$ cat src/rtl/div_unit.sv
// Restoring DIV/DIVU divider: one quotient bit per cycle, ready 34 cycles after start (3 for divide-by-zero).
// The result is held in END and re-presented every cycle start_i stays high; annul_i drops the operation.
module div_unit #(
   parameter int DATA_W = 32
) (
   input  logic                  clk,
   input  logic                  rst,
   input  logic                  signed_div_i,
   input  logic [DATA_W-1:0]     opdata1_i,
   input  logic [DATA_W-1:0]     opdata2_i,
   input  logic                  start_i,
   input  logic                  annul_i,
   output logic [2*DATA_W-1:0]   result_o,
   output logic                  ready_o
);

   typedef enum logic [1:0] {
      S_IDLE,
      S_BYZERO,
      S_ON,
      S_END
   } state_t;

   localparam logic [5:0] LAST_ITER = 6'(DATA_W - 1);

   state_t                state, state_nxt;
   logic [2*DATA_W:0]     dividend;
   logic [DATA_W-1:0]     divisor_abs;
   logic [5:0]            count;
   logic                  q_neg, r_neg;
   logic [2*DATA_W-1:0]   res;

   logic                  start_ok;
   logic                  op1_neg, op2_neg;
   logic [DATA_W-1:0]     op1_abs, op2_abs;
   logic [DATA_W:0]       diff;
   logic [2*DATA_W:0]     dvd_step;
   logic [DATA_W-1:0]     quo_raw, rem_raw, quo_fin, rem_fin;
   logic                  ready_nxt;
   logic [2*DATA_W-1:0]   result_nxt;

   always_comb begin
      start_ok = start_i & ~annul_i;
      op1_neg  = signed_div_i & opdata1_i[DATA_W-1];
      op2_neg  = signed_div_i & opdata2_i[DATA_W-1];
      op1_abs  = op1_neg ? -opdata1_i : opdata1_i;
      op2_abs  = op2_neg ? -opdata2_i : opdata2_i;

      // Partial remainder sits in dividend[2W:W+1]; dividend[W] is the next dividend bit.
      diff     = dividend[2*DATA_W:DATA_W] - {1'b0, divisor_abs};
      dvd_step = diff[DATA_W] ? {dividend[2*DATA_W-1:0], 1'b0}
                              : {diff[DATA_W-1:0], dividend[DATA_W-1:0], 1'b1};

      // Same bits as dvd_step[W-1:0] and dvd_step[2W:W+1], taken from their sources.
      quo_raw  = {dividend[DATA_W-2:0], ~diff[DATA_W]};
      rem_raw  = diff[DATA_W] ? dividend[2*DATA_W-1:DATA_W] : diff[DATA_W-1:0];
      quo_fin  = q_neg ? -quo_raw : quo_raw;
      rem_fin  = r_neg ? -rem_raw : rem_raw;
   end

   always_ff @(posedge clk or negedge rst) begin
      if (!rst) begin
         state <= S_IDLE;
      end else begin
         state <= state_nxt;
      end
   end

   always_comb begin
      state_nxt  = state;
      ready_nxt  = 1'b0;
      result_nxt = '0;
      case (state)
         S_IDLE: begin
            if (start_ok) begin
               state_nxt = (opdata2_i == '0) ? S_BYZERO : S_ON;
            end
         end
         S_BYZERO: begin
            state_nxt = annul_i ? S_IDLE : S_END;
         end
         S_ON: begin
            if (annul_i) begin
               state_nxt = S_IDLE;
            end else if (count == LAST_ITER) begin
               state_nxt = S_END;
            end
         end
         S_END: begin
            if (start_ok) begin
               ready_nxt  = 1'b1;
               result_nxt = res;
            end else begin
               state_nxt = S_IDLE;
            end
         end
         default: state_nxt = S_IDLE;
      endcase
   end

   always_ff @(posedge clk or negedge rst) begin
      if (!rst) begin
         dividend    <= '0;
         divisor_abs <= '0;
         count       <= '0;
         q_neg       <= 1'b0;
         r_neg       <= 1'b0;
         res         <= '0;
         ready_o     <= 1'b0;
         result_o    <= '0;
      end else begin
         ready_o  <= ready_nxt;
         result_o <= result_nxt;
         case (state)
            S_IDLE: begin
               if (start_ok && opdata2_i != '0) begin
                  dividend    <= {{DATA_W{1'b0}}, op1_abs, 1'b0};
                  divisor_abs <= op2_abs;
                  count       <= '0;
                  q_neg       <= op1_neg ^ op2_neg;
                  r_neg       <= op1_neg;
               end
            end
            S_BYZERO: begin
               res <= '0;
            end
            S_ON: begin
               if (!annul_i) begin
                  dividend <= dvd_step;
                  count    <= count + 6'd1;
                  if (count == LAST_ITER) begin
                     res <= {rem_fin, quo_fin};
                  end
               end
            end
            default: ;
         endcase
      end
   end

endmodule

$ cat config.mk
export PLATFORM = sky130hd
export DESIGN_NAME = div_unit
export DESIGN_NICKNAME = d
export VERILOG_FILES = /design/src/rtl/div_unit.sv
export SDC_FILE = /design/constraint.sdc
export NUM_CORES = 1
export LEC_CHECK = 0
export ABC_AREA = 1
export BUFFER_PORTS_ARGS = -buffer_cell sky130_fd_sc_hd__buf_4
export CORE_ASPECT_RATIO = 1.25
export CORE_MARGIN = 1
export CORE_UTILIZATION = 61
export CTS_CLUSTER_SIZE = 25
export DETAILED_ROUTE_END_ITERATION = 8
export PLACE_DENSITY_LB_ADDON = 0.2
export SYNTH_ARGS = -nofsm -noshare
export SYNTH_HDL_FRONTEND = slang
export SYNTH_SLANG_ARGS = --single-unit
$ cat constraint.sdc
create_clock -name clk -period 5.13 [get_ports clk]
set_input_delay 1.2825 -clock clk [delete_from_list [all_inputs] [get_ports clk]]
set_output_delay 1.2825 -clock clk [all_outputs]
set_load 0.02 [all_outputs]
==> out/qor.yml, run 1 <==
status:
  run_status: "complete, no violations"
place:
  postPlaceCellArea_um2: 16200
  buffer_ports.inserted: 133
  gp_congestion: 0.919
  detailedPlacementHpwl_um: 30700
cells_and_area:
  register_area_um2: 5910
  final_common_cell: "nand2_1"
  mostFrequentLayoutCells: "575 x nand2_1, 323 x inv_1, 236 x dfrtp_1, 230 x nor2_1, 144 x buf_4"
  insertedDiodeCount: 0
  layout-drive-gt1-share: 0.113
  syn_to_final_growth_pct: 13.4
  design.final.nets: 2327
  layout.filler_cells: 2020
  final_cell_area_um2: 17000
  multiInputGateArea_um2: 7510
logic_synthesis:
  asyncSetResetFlopFracSynth: 1.00
  ys_types: 49
  postSynthAreaPerCell_um2: 7.10
  postSynthNetCount: 2220
  synth.yosys.seq_area_share: 0.394
  synth_enable_flop_cells: 0
  synth_ff_type: "dfrtp_1"
  netlist_area_um2: 15000
  synth_warnings: 0
  synth.ff_latch_count: 236
  syn_inst: 2109
grt:
  globalRoute.totalOverflow: 0
  maximum_number_of_pins_on_one_net_before_global_route_repair: 113
  grt_pass1_wl_um: 65500
  antenna_violations_before_repair: 0
  vias_in_the_first_global_route: 13100
  gr-usage-all-layers: 0.329
critical_path:
  worstSetupStartpointType: "flip-flop"
  timing.critical_path.fanout_max: 30
  timing.setup.critical_path_class: "flip-flop to flip-flop"
  crit_path_end_kind: "flip-flop"
  critical_path_required_ns: 5.58
  crit_arrival_ns: 4.79
sta:
  fin_tns_setup_ns: 0
  max_freq_ghz: 0.230
  maxSlewHeadroom: 0.367
  final-hold-violation-count: 0
  setup_repair_after_global_routing_missed_its_margin: "no"
  worst_clock_skew_on_the_final_layout_ns: 0.0145
  setup_viol: 0
  tightestPinTransition_ns: 0.950
  timing_max_transition_violations_final: 0
  timing.final.crit_period_ns: 4.34
  final_min_period_over_clock_period: 0.846
power:
  power_leakage_nw: 8.79
  power_density_nw_per_um2: 655
  vdd_drop_max_mv: 0.627
clock_tree:
  clockBufferDepth: 3
  post-cts-setup-buffers: 0
  cts.reportedPaths.clkPinSlew_ns: 0.07
  post_cts.resized_instances: 0
  clock_insertion_delay_worst_skew_ns: 0.53
  tritoncts: "yes"
  h-tree-depth: 1
  cts.hold.buffers_added: 0
  numCtsBuffers: 23
  root_driver: "clkbuf_16"
  clock_sinks: 236
die:
  die_x_um: 142
  core.rowCount: 63
  coreArea_um2: 23900
  overall_die_area_um2: 25200
  pin_count: 134
  die_height_um: 177
  floorplan.initialDensity: 0.627
flow_run:
  drv_cap: 0
route:
  avgRoutedWirePerCell_um: 15.9
  route.detailed.vias_per_inst: 5.51
  via_count: 14100
  detail-route-antenna-nets: 0
  detailedRoute.firstIterationViolations: 928
  detail_route.wirelength_um: 40600
  drt_drc_violations_left: 0
  drt_pre_antenna_iters: 5
hold_path:
  worstHoldPathType: "flip-flop to flip-flop"
critical path: stages, from the launching register on:
cell,delay (ns)
dfrtp_1,0.36
inv_1,0.11
ha_1,0.15
inv_1,0.07
fa_1,0.43
nand2_1,0.10
nand2_1,0.05
nand3b_1,0.09
nand2_2,0.10
nand2_2,0.09
nand2_4,0.06
nand2_4,0.09
nand3_4,0.14
nand2_4,0.34
ha_1,0.24
inv_1,0.06
nor3_1,0.25
nand3_1,0.16
inv_1,0.11
nand4_1,0.13
o21ai_0,0.39
nand2_1,0.17
a21oi_1,0.21
nand2_1,0.10
nand2_1,0.07
nand2_1,0.06
o22ai_1,0.13
flip-flops by register name, summed over array words and instances (netlist names):
name / flops
ready_o: 1
res: 64
q_neg: 1
state: 2
count: 6
r_neg: 1
divisor_abs: 32
dividend: 65
result_o: 64
cell usage after synthesis (3+ instances only):
master / count / share of area
nand2_1: 576 / 0.14
inv_1: 324 / 0.081
dfrtp_1: 236 / 0.39
nor2_1: 230 / 0.058
nand3_1: 128 / 0.043
o21ai_0: 106 / 0.035
a21oi_1: 56 / 0.019
o22ai_1: 49 / 0.020
xor2_1: 42 / 0.025
ha_1: 41 / 0.034
clkbuf_1: 39 / 0.0098
o221ai_1: 32 / 0.019
xnor2_1: 30 / 0.018
nand2_2: 28 / 0.012
nand4_1: 27 / 0.011
nor3_1: 27 / 0.0090
o21ai_1: 16 / 0.0053
nand3b_1: 10 / 0.0050
o211ai_1: 9 / 0.0045
buf_1: 8 / 0.0020
buf_2: 8 / 0.0027
nor4_1: 7 / 0.0029
inv_2: 6 / 0.0015
nand2_4: 6 / 0.0045
nor2_2: 6 / 0.0025
o21bai_1: 6 / 0.0030
buf_4: 5 / 0.0025
clkinv_1: 5 / 0.0013
nand3_2: 4 / 0.0027
or2_2: 4 / 0.0017
a21oi_2: 3 / 0.0018
a21oi_4: 3 / 0.0033
a22oi_1: 3 / 0.0015
a31oi_1: 3 / 0.0013
buf_6: 3 / 0.0023
nor2_4: 3 / 0.0023
o31ai_1: 3 / 0.0015
cells by family after synthesis:
| group | share of synthesized area |
|---|---|
| AND/OR/NAND/NOR | 0.304 |
| buffers and inverters | 0.104 |
| AO/OA/AOI/OAI | 0.120 |
| flip-flops | 0.394 |
| XOR/XNOR | 0.0421 |
| adder cells (fa/ha/maj) | 0.0356 |
per-stage QoR:
step	instances	hold slack, ns	setup slack, ns	power (mW)	utilization
5_1_grt	2553	0.508	0.298	12.1	0.711
3_3_place_gp	2516	0.462	0.871	9.08	0.678
2_1_floorplan	2109	0.449	1.42	7.66	-
6_report	2553	0.480	0.790	11.1	0.711
3_5_place_dp	2516	0.468	0.870	9.20	0.678
4_1_cts	2553	0.485	0.820	11.0	0.711
final timing paths:
check                                         endpoint                     start  slack, ns  depth (start not counted)
worst max-delay path               res[28]$_DFFE_PN0P_  dividend[32]$_DFFE_PN0P_       0.79                         26
worst min-delay path               res[60]$_DFFE_PN0P_       res[60]$_DFFE_PN0P_       0.48                          2
worst max register to register     res[28]$_DFFE_PN0P_  dividend[32]$_DFFE_PN0P_       0.79                         26
worst min register to register     res[60]$_DFFE_PN0P_       res[60]$_DFFE_PN0P_       0.48                          2
max in group asynchronous         count[1]$_DFFE_PN0P_                       rst       3.32                          2
min in group asynchronous       result_o[56]$_DFF_PN0_                       rst       0.82                          1
power breakdown:
| part | switching (mW) | internal (mW) |
|---|---|---|
| clock | 0.737 | 1.03 |
| sequential | 0.342 | 2.22 |
| combinational | 4.69 | 2.09 |
| total | 5.77 | 5.35 |
per-layer routing:
metal,track usage,wire length (um),vias to the layer above
li1,-,-,6956
met1,0.454,18100,6551
met2,0.539,18800,505
met3,0.0533,2940,56
met4,0.0789,810,0
met5,0,0,-
area by class of cell:
class                   count  area share
inverters                 335      0.0741
clock buffers              27      0.0371
flip-flops and latches    236       0.348
repair buffers            146      0.0657
well taps                 325      0.0239
clock inverters            10     0.00892
multi-input cells        1474       0.442
Note: power is estimated with default switching activity, not from simulation.
==> run 2, diff against run 1 <==
Settings changed: CORE_UTILIZATION 61 to 55.
Clock period 5.13 ns to 3.6 ns, I/O delays scaled along.
==> out/qor.yml, run 2 (synthesized netlist as in run 1, its figures left out) <==
power:
  p_switching_mw: 8.75  # +52%
  power.switching_fraction: 0.502  # -0.0166
  power_report.internal_total_mw: 8.67  # +62%
  power.combinational.fraction: 0.623  # +0.013
  clockPowerShare: 0.169  # +0.010
  power_leakage_nw: 9.21  # +4.8%
  seq_power_share: 0.208  # -0.022
  finalPower_mw: 17.4  # +57%
  vdd_drop_max_mv: 0.588  # -6.2%
  power_density_nw_per_um2: 976  # +49%
die:
  core.rowCount: 67  # +6.3%
  pin_count: 134  # unchanged
  die_height_um: 186  # +5.3%
  coreArea_um2: 26800  # +12%
  floorplan.initialDensity: 0.558  # -0.0687
  die_x_um: 150  # +5.2%
  overall_die_area_um2: 27900  # +11%
critical_path:
  timing.critical_path.fanout_max: 20  # -33%
  timing.setup.critical_path_class: "flip-flop to flip-flop"
  crit_arrival_ns: 3.81  # -0.98 ns
  critical_path_required_ns: 4.02  # -1.56 ns
  crit_path_end_kind: "flip-flop"
  worstSetupStartpointType: "flip-flop"
  reg2reg_setup_slack_ns: 0.21  # -0.58 ns
cells_and_area:
  layout_top_registers: "dividend x65, res x64, result_o x64"
  mostFrequentLayoutCells: "572 x nand2_1, 321 x inv_1, 236 x dfrtp_1, 229 x nor2_1, 208 x buf_4"
  final_util: 0.665  # -0.0456
  syn_to_final_growth_pct: 19.2
  finalNonFillerCells: 2650  # +3.8%
  multiInputGateArea_um2: 7630  # +1.6%
  final_common_cell: "nand2_1"
  layout.filler_cells: 2346  # +16%
  insertedDiodeCount: 0  # unchanged
  design.final.nets: 2398  # +3.1%
  largest_register_ffs: 65  # unchanged
  registers.top_by_ff_count: "dividend"
  register_area_um2: 5910  # unchanged
  final_cell_area_um2: 17800  # +5.1%
  layout-drive-gt1-share: 0.151  # +0.0388
status:
  run_status: "complete, no violations"
sta:
  maxSlewHeadroom: 0.491  # +0.124
  fin_tns_setup_ns: 0  # unchanged
  setup_repair_after_global_routing_missed_its_margin: "no"
  max_freq_ghz: 0.295  # +28%
  holdWs_ns: 0.339  # -0.141 ns
  timing_max_transition_violations_final: 0  # unchanged
  timing.final.crit_period_ns: 3.39  # -0.947 ns
  tightestPinTransition_ns: 0.761  # -0.189 ns
  fin_ws_ns: 0.206  # -0.583 ns
  setup_viol: 0  # unchanged
  final_min_period_over_clock_period: 0.943  # +0.0966
  final-hold-violation-count: 0  # unchanged
  worst_clock_skew_on_the_final_layout_ns: 0.0167  # +0.00222 ns
route:
  detail_route.wirelength_um: 43300  # +6.5%
  drt_pre_antenna_iters: 6  # +1
  avgRoutedWirePerCell_um: 16.3  # +2.6%
  detailedRoute.firstIterationViolations: 1045  # +13%
  via_count: 14300  # +1.7%
  route.detailed.vias_per_inst: 5.40  # -2.1%
  drt_drc_violations_left: 0  # unchanged
  detail-route-antenna-nets: 0  # unchanged
clock_tree:
  tritoncts: "yes"
  clockBufferDepth: 3  # unchanged
  root_driver: "clkbuf_16"
  clock_sinks: 236  # unchanged
  clock_insertion_delay_worst_skew_ns: 0.54  # about the same
  cts.hold.buffers_added: 0  # unchanged
  numCtsBuffers: 25  # +8.7%
  cts.reportedPaths.clkPinSlew_ns: 0.07  # about the same
  h-tree-depth: 1  # unchanged
place:
  pre_cts_ws_ns: 0.0587  # -0.811 ns
  buffer_ports.inserted: 133  # unchanged
  postPlaceCellArea_um2: 16800  # +3.6%
  gp_congestion: 0.926  # +0.76%
  place.detailed.instances: 2604  # +3.5%
  detailedPlacementHpwl_um: 33300  # +8.6%
hold_path:
  worstHoldPathType: "input pin to asynchronous set/reset pin"
grt:
  maximum_number_of_pins_on_one_net_before_global_route_repair: 94  # -17%
  vias_in_the_first_global_route: 13400  # +2.1%
  gr-usage-all-layers: 0.313  # -0.0162
  globalRoute.totalOverflow: 0  # unchanged
  antenna_violations_before_repair: 0  # unchanged
  grt_pass1_wl_um: 69100  # +5.5%
flow_run:
  drv_cap: 0  # unchanged
==> run 2: critical path, cell delays in order, from the launching register on <==
cell and delay, ns:
dfrtp_1 0.36, inv_1 0.07, ha_2 0.17, inv_2 0.05, fa_2 0.36, nand2_2 0.07
nand2_1 0.05, nand3b_1 0.10, nand2_2 0.07, nand2_2 0.07, nand2_4 0.06, nand2_4 0.08
buf_6 0.11, nand3_4 0.07, nand2_4 0.09, buf_4 0.15, buf_4 0.25, nand2_1 0.08
nand2_1 0.16, nand2_1 0.12, nor2_1 0.14, nand2_1 0.09, nor2_1 0.16, nand2_1 0.09
nand2_1 0.06, nand2_1 0.05, nand3_1 0.09, nand2_1 0.06
==> run 2: power groups by stage <==
stage / Sequential, mW / Combinational [mW] / Clock, mW
5_1_grt: 3.68 / 12.0 / 3.08
6_report: 3.63 / 10.9 / 2.94
3_5_place_dp: 3.63 / 10.5 / 0
4_1_cts: 3.59 / 10.5 / 2.98
3_3_place_gp: 3.61 / 10.4 / 0
2_1_floorplan: 3.46 / 7.46 / 0
==> run 2: per-layer routing <==
metal	vias to the layer above	routed length (um)	global-route usage	part of all wire
met4	0	751	0.0644	0.017
met3	58	3290	0.0516	0.076
li1	7110	-	-	-
met2	512	19300	0.481	0.45
met1	6623	19900	0.461	0.46
met5	-	0	0	0
==> run 2: timing repair <==
action / 4_1_cts / 5_1_grt
endpoints found under the setup margin: 0 / 25
buffers inserted: 0 / 1
gates resized for setup: 0 / 28
endpoints found under the hold margin: 0 / 0
==> run 2: path summary, 6_finish.rpt <==
path	from	endpoint	depth (start not counted)
min in group clk	res[60]$_DFFE_PN0P_	res[60]$_DFFE_PN0P_	2
min reg2reg	res[60]$_DFFE_PN0P_	res[60]$_DFFE_PN0P_	2
max in group asynchronous	rst	res[7]$_DFFE_PN0P_	2
max reg2reg	dividend[32]$_DFFE_PN0P_	res[63]$_DFFE_PN0P_	27
min	rst	ready_o$_DFF_PN0_	1
max	dividend[32]$_DFFE_PN0P_	res[63]$_DFFE_PN0P_	27
==> run 2: layout make-up <==
cell class,count,share of cell area
clock inverters,16,0.0153
well taps,345,0.0242
repair buffers,215,0.0941
clock buffers,29,0.0376
inverters,335,0.0705
multi-input cells,1474,0.427
flip-flops and latches,236,0.331
==> run 3, diff against run 2 <==
Settings changed: GPL_TIMING_DRIVEN set to 0.
==> out/qor.yml, run 3 (synthesized netlist as in run 1, its figures left out) <==
clock_tree:
  clockBufferDepth: 3  # unchanged
  clock_sinks: 236  # unchanged
  numCtsBuffers: 24  # -4.0%
  root_driver: "clkbuf_16"
  cts.reportedPaths.clkPinSlew_ns: 0.06  # about the same
  h-tree-depth: 1  # unchanged
  tritoncts: "yes"
  clock_insertion_delay_worst_skew_ns: 0.54  # about the same
sta:
  final-hold-violation-count: 0  # unchanged
  final_min_period_over_clock_period: 0.952  # +0.00921
  worst_clock_skew_on_the_final_layout_ns: 0.0209  # +0.00422 ns
  maxSlewHeadroom: 0.429  # -0.0618
  tightestPinTransition_ns: 0.856  # +0.0948 ns
  setup_repair_after_global_routing_missed_its_margin: "yes"
  timing.final.crit_period_ns: 3.43  # +0.0332 ns
  setup_viol: 0  # unchanged
  max_freq_ghz: 0.292  # -0.97%
  timing_max_transition_violations_final: 0  # unchanged
cells_and_area:
  final_common_cell: "nand2_1"
  design.final.nets: 2399  # +0.042%
  register_area_um2: 5910  # +0.11%
  finalNonFillerCells: 2651  # +0.038%
  syn_to_final_growth_pct: 19.5
  layout.filler_cells: 2413  # +2.9%
  registers.top_by_ff_count: "dividend"
  multiInputGateArea_um2: 7940  # +4.0%
  layout_top_registers: "dividend x65, res x64, result_o x64"
  mostFrequentLayoutCells: "567 x nand2_1, 318 x inv_1, 231 x dfrtp_1, 226 x nor2_1, 153 x buf_4"
  largest_register_ffs: 65  # unchanged
  layout-drive-gt1-share: 0.147  # -0.00397
  insertedDiodeCount: 0  # unchanged
  final_util: 0.667  # +0.00163
critical_path:
  crit_path_end_kind: "flip-flop"
  timing.critical_path.fanout_max: 10  # -50%
  timing.rr.start: "dividend[54]$_DFFE_PN0P_"
  critical_path_required_ns: 4.01  # about the same
  worst-r2r-cell-count: 23  # -15%
  reg2reg_setup_slack_ns: 0.17  # -0.03 ns
  worstSetupStartpointType: "flip-flop"
  crit_arrival_ns: 3.84  # +0.03 ns
  timing.setup.critical_path_class: "flip-flop to flip-flop"
  worstReg2RegEnd: "res[12]$_DFFE_PN0P_"
route:
  via_count: 14500  # +1.5%
  route.met2.wl_um: 20400  # +5.7%
  detail-route-antenna-nets: 0  # unchanged
  drt_pre_antenna_iters: 6  # unchanged
  avgRoutedWirePerCell_um: 16.8  # +2.7%
  wl_met1_um: 19600  # -1.8%
  detail_route.wirelength_um: 44500  # +2.7%
  met3_wirelength_um: 3030  # -7.9%
  highest-signal-layer: "met4"
  route.detailed.vias_per_inst: 5.47  # +1.4%
  drt_drc_violations_left: 0  # unchanged
  detailedRoute.firstIterationViolations: 936  # -10%
grt:
  antenna_violations_before_repair: 0  # unchanged
  maximum_number_of_pins_on_one_net_before_global_route_repair: 131  # +39%
  grt_pass1_wl_um: 69700  # +0.95%
  vias_in_the_first_global_route: 13400  # +0.14%
  globalRoute.totalOverflow: 0  # unchanged
  gr-usage-all-layers: 0.319  # +0.00605
place:
  place.detailed.instances: 2588  # -0.61%
  detailedPlacementHpwl_um: 34600  # +3.9%
  gp_congestion: 0.933  # +0.70%
  buffer_ports.inserted: 133  # unchanged
die:
  die_x_um: 150  # unchanged
  die_height_um: 186  # unchanged
  overall_die_area_um2: 27900  # unchanged
  core.rowCount: 67  # unchanged
  coreArea_um2: 26800  # unchanged
  pin_count: 134  # unchanged
  floorplan.initialDensity: 0.558  # unchanged
power:
  vdd_drop_max_mv: 0.478  # -19%
  power_leakage_nw: 8.98  # -2.6%
  finalPower_mw: 17.3  # -0.44%
  power_density_nw_per_um2: 969  # -0.69%
flow_run:
  drv_cap: 0  # unchanged
status:
  run_status: "complete, no violations"
hold_path:
  worstHoldPathType: "input pin to asynchronous set/reset pin"
## run 3: cell count changes in the layout (fill, tap and decap cells not counted), moves of 4 or more
cell,previous run,this run
buf_1,0,8
dfrtp_1,236,231
ha_1,34,17
nand2_1,572,567
ha_4,4,22
nand2_2,32,36
buf_2,0,9
clkbuf_1,1,39
buf_4,208,153
dfrtp_2,0,5
## run 3: stage by stage
stage	worst slack [ns]	setup TNS, ns	cell area, um2	hold slack, ns
floorplan	0.0506	0	15000	0.449
global placement	-0.717	-36.55	16400	0.463
detailed placement	-0.806	-29.70	16400	0.467
CTS	-0.00488	-0.00951	17400	0.448
global route	-0.0444	-0.111	17900	0.478
finish	0.173	0	17900	0.391
## run 3: worst max-delay path by stage
| stage | startpoint | to | slack [ns] | depth (start not counted) |
|---|---|---|---|---|
| after floorplan | dividend[32]$_DFFE_PN0P_ | res[28]$_DFFE_PN0P_ | 0.05 | 27 |
| after global placement | dividend[32]$_DFFE_PN0P_ | res[28]$_DFFE_PN0P_ | -0.72 | 27 |
| after detailed placement | dividend[32]$_DFFE_PN0P_ | res[28]$_DFFE_PN0P_ | -0.81 | 27 |
| after CTS | dividend[32]$_DFFE_PN0P_ | res[28]$_DFFE_PN0P_ | -0.005 | 26 |
| after global routing | dividend[63]$_DFFE_PN0P_ | res[28]$_DFFE_PN0P_ | -0.04 | 23 |
| final | dividend[54]$_DFFE_PN0P_ | res[12]$_DFFE_PN0P_ | 0.17 | 23 |
## run 3: metal layers
metal / track usage / vias up
met5: 0 / -
met4: 0.114 / 0
met3: 0.0421 / 91
met2: 0.497 / 571
met1: 0.452 / 6742
li1: - / 7107
## run 3: critical path, cell delays in order, from the launching register on
cell and delay [ns]:
dfrtp_1 0.43, ha_2 0.40, nand2_2 0.11, nor2_4 0.17, nand2_1 0.07, nand2_1 0.12, a21oi_4 0.07, buf_12 0.14
nand2_4 0.11, nand2_8 0.09, nand2_4 0.11, buf_12 0.10, ha_4 0.12, inv_2 0.04, nor3_4 0.13, nand3_2 0.11
inv_2 0.09, nand3_2 0.07, nor3_2 0.22, inv_2 0.08, o31ai_4 0.26, a21oi_2 0.09, o21ai_2 0.09, o21ai_1 0.08
## run 3: area by class of cell
| class | count | area share |
|---|---|---|
| sequential | 236 | 0.330 |
| clock buffer | 31 | 0.0367 |
| timing repair buffer | 153 | 0.0669 |
| tap | 345 | 0.0241 |
| clock inverter | 13 | 0.0111 |
| multi-input combinational | 1475 | 0.444 |
| inverter | 335 | 0.0703 |
| buffer | 63 | 0.0169 |
## run 3: repair_timing
action	in CTS	in global routing
pin swaps	6	16
cloned	0	1
hold buffers	0	0
buffers inserted	6	13
gates resized for setup	19	71
setup endpoints to repair	30	106
## run 3: power breakdown
group	internal [mW]	switching [mW]	total, mW	leakage, nW
combinational	3.67	7.30	11.0	5.39
clock	1.59	1.10	2.69	0.412
sequential	3.17	0.518	3.68	3.18
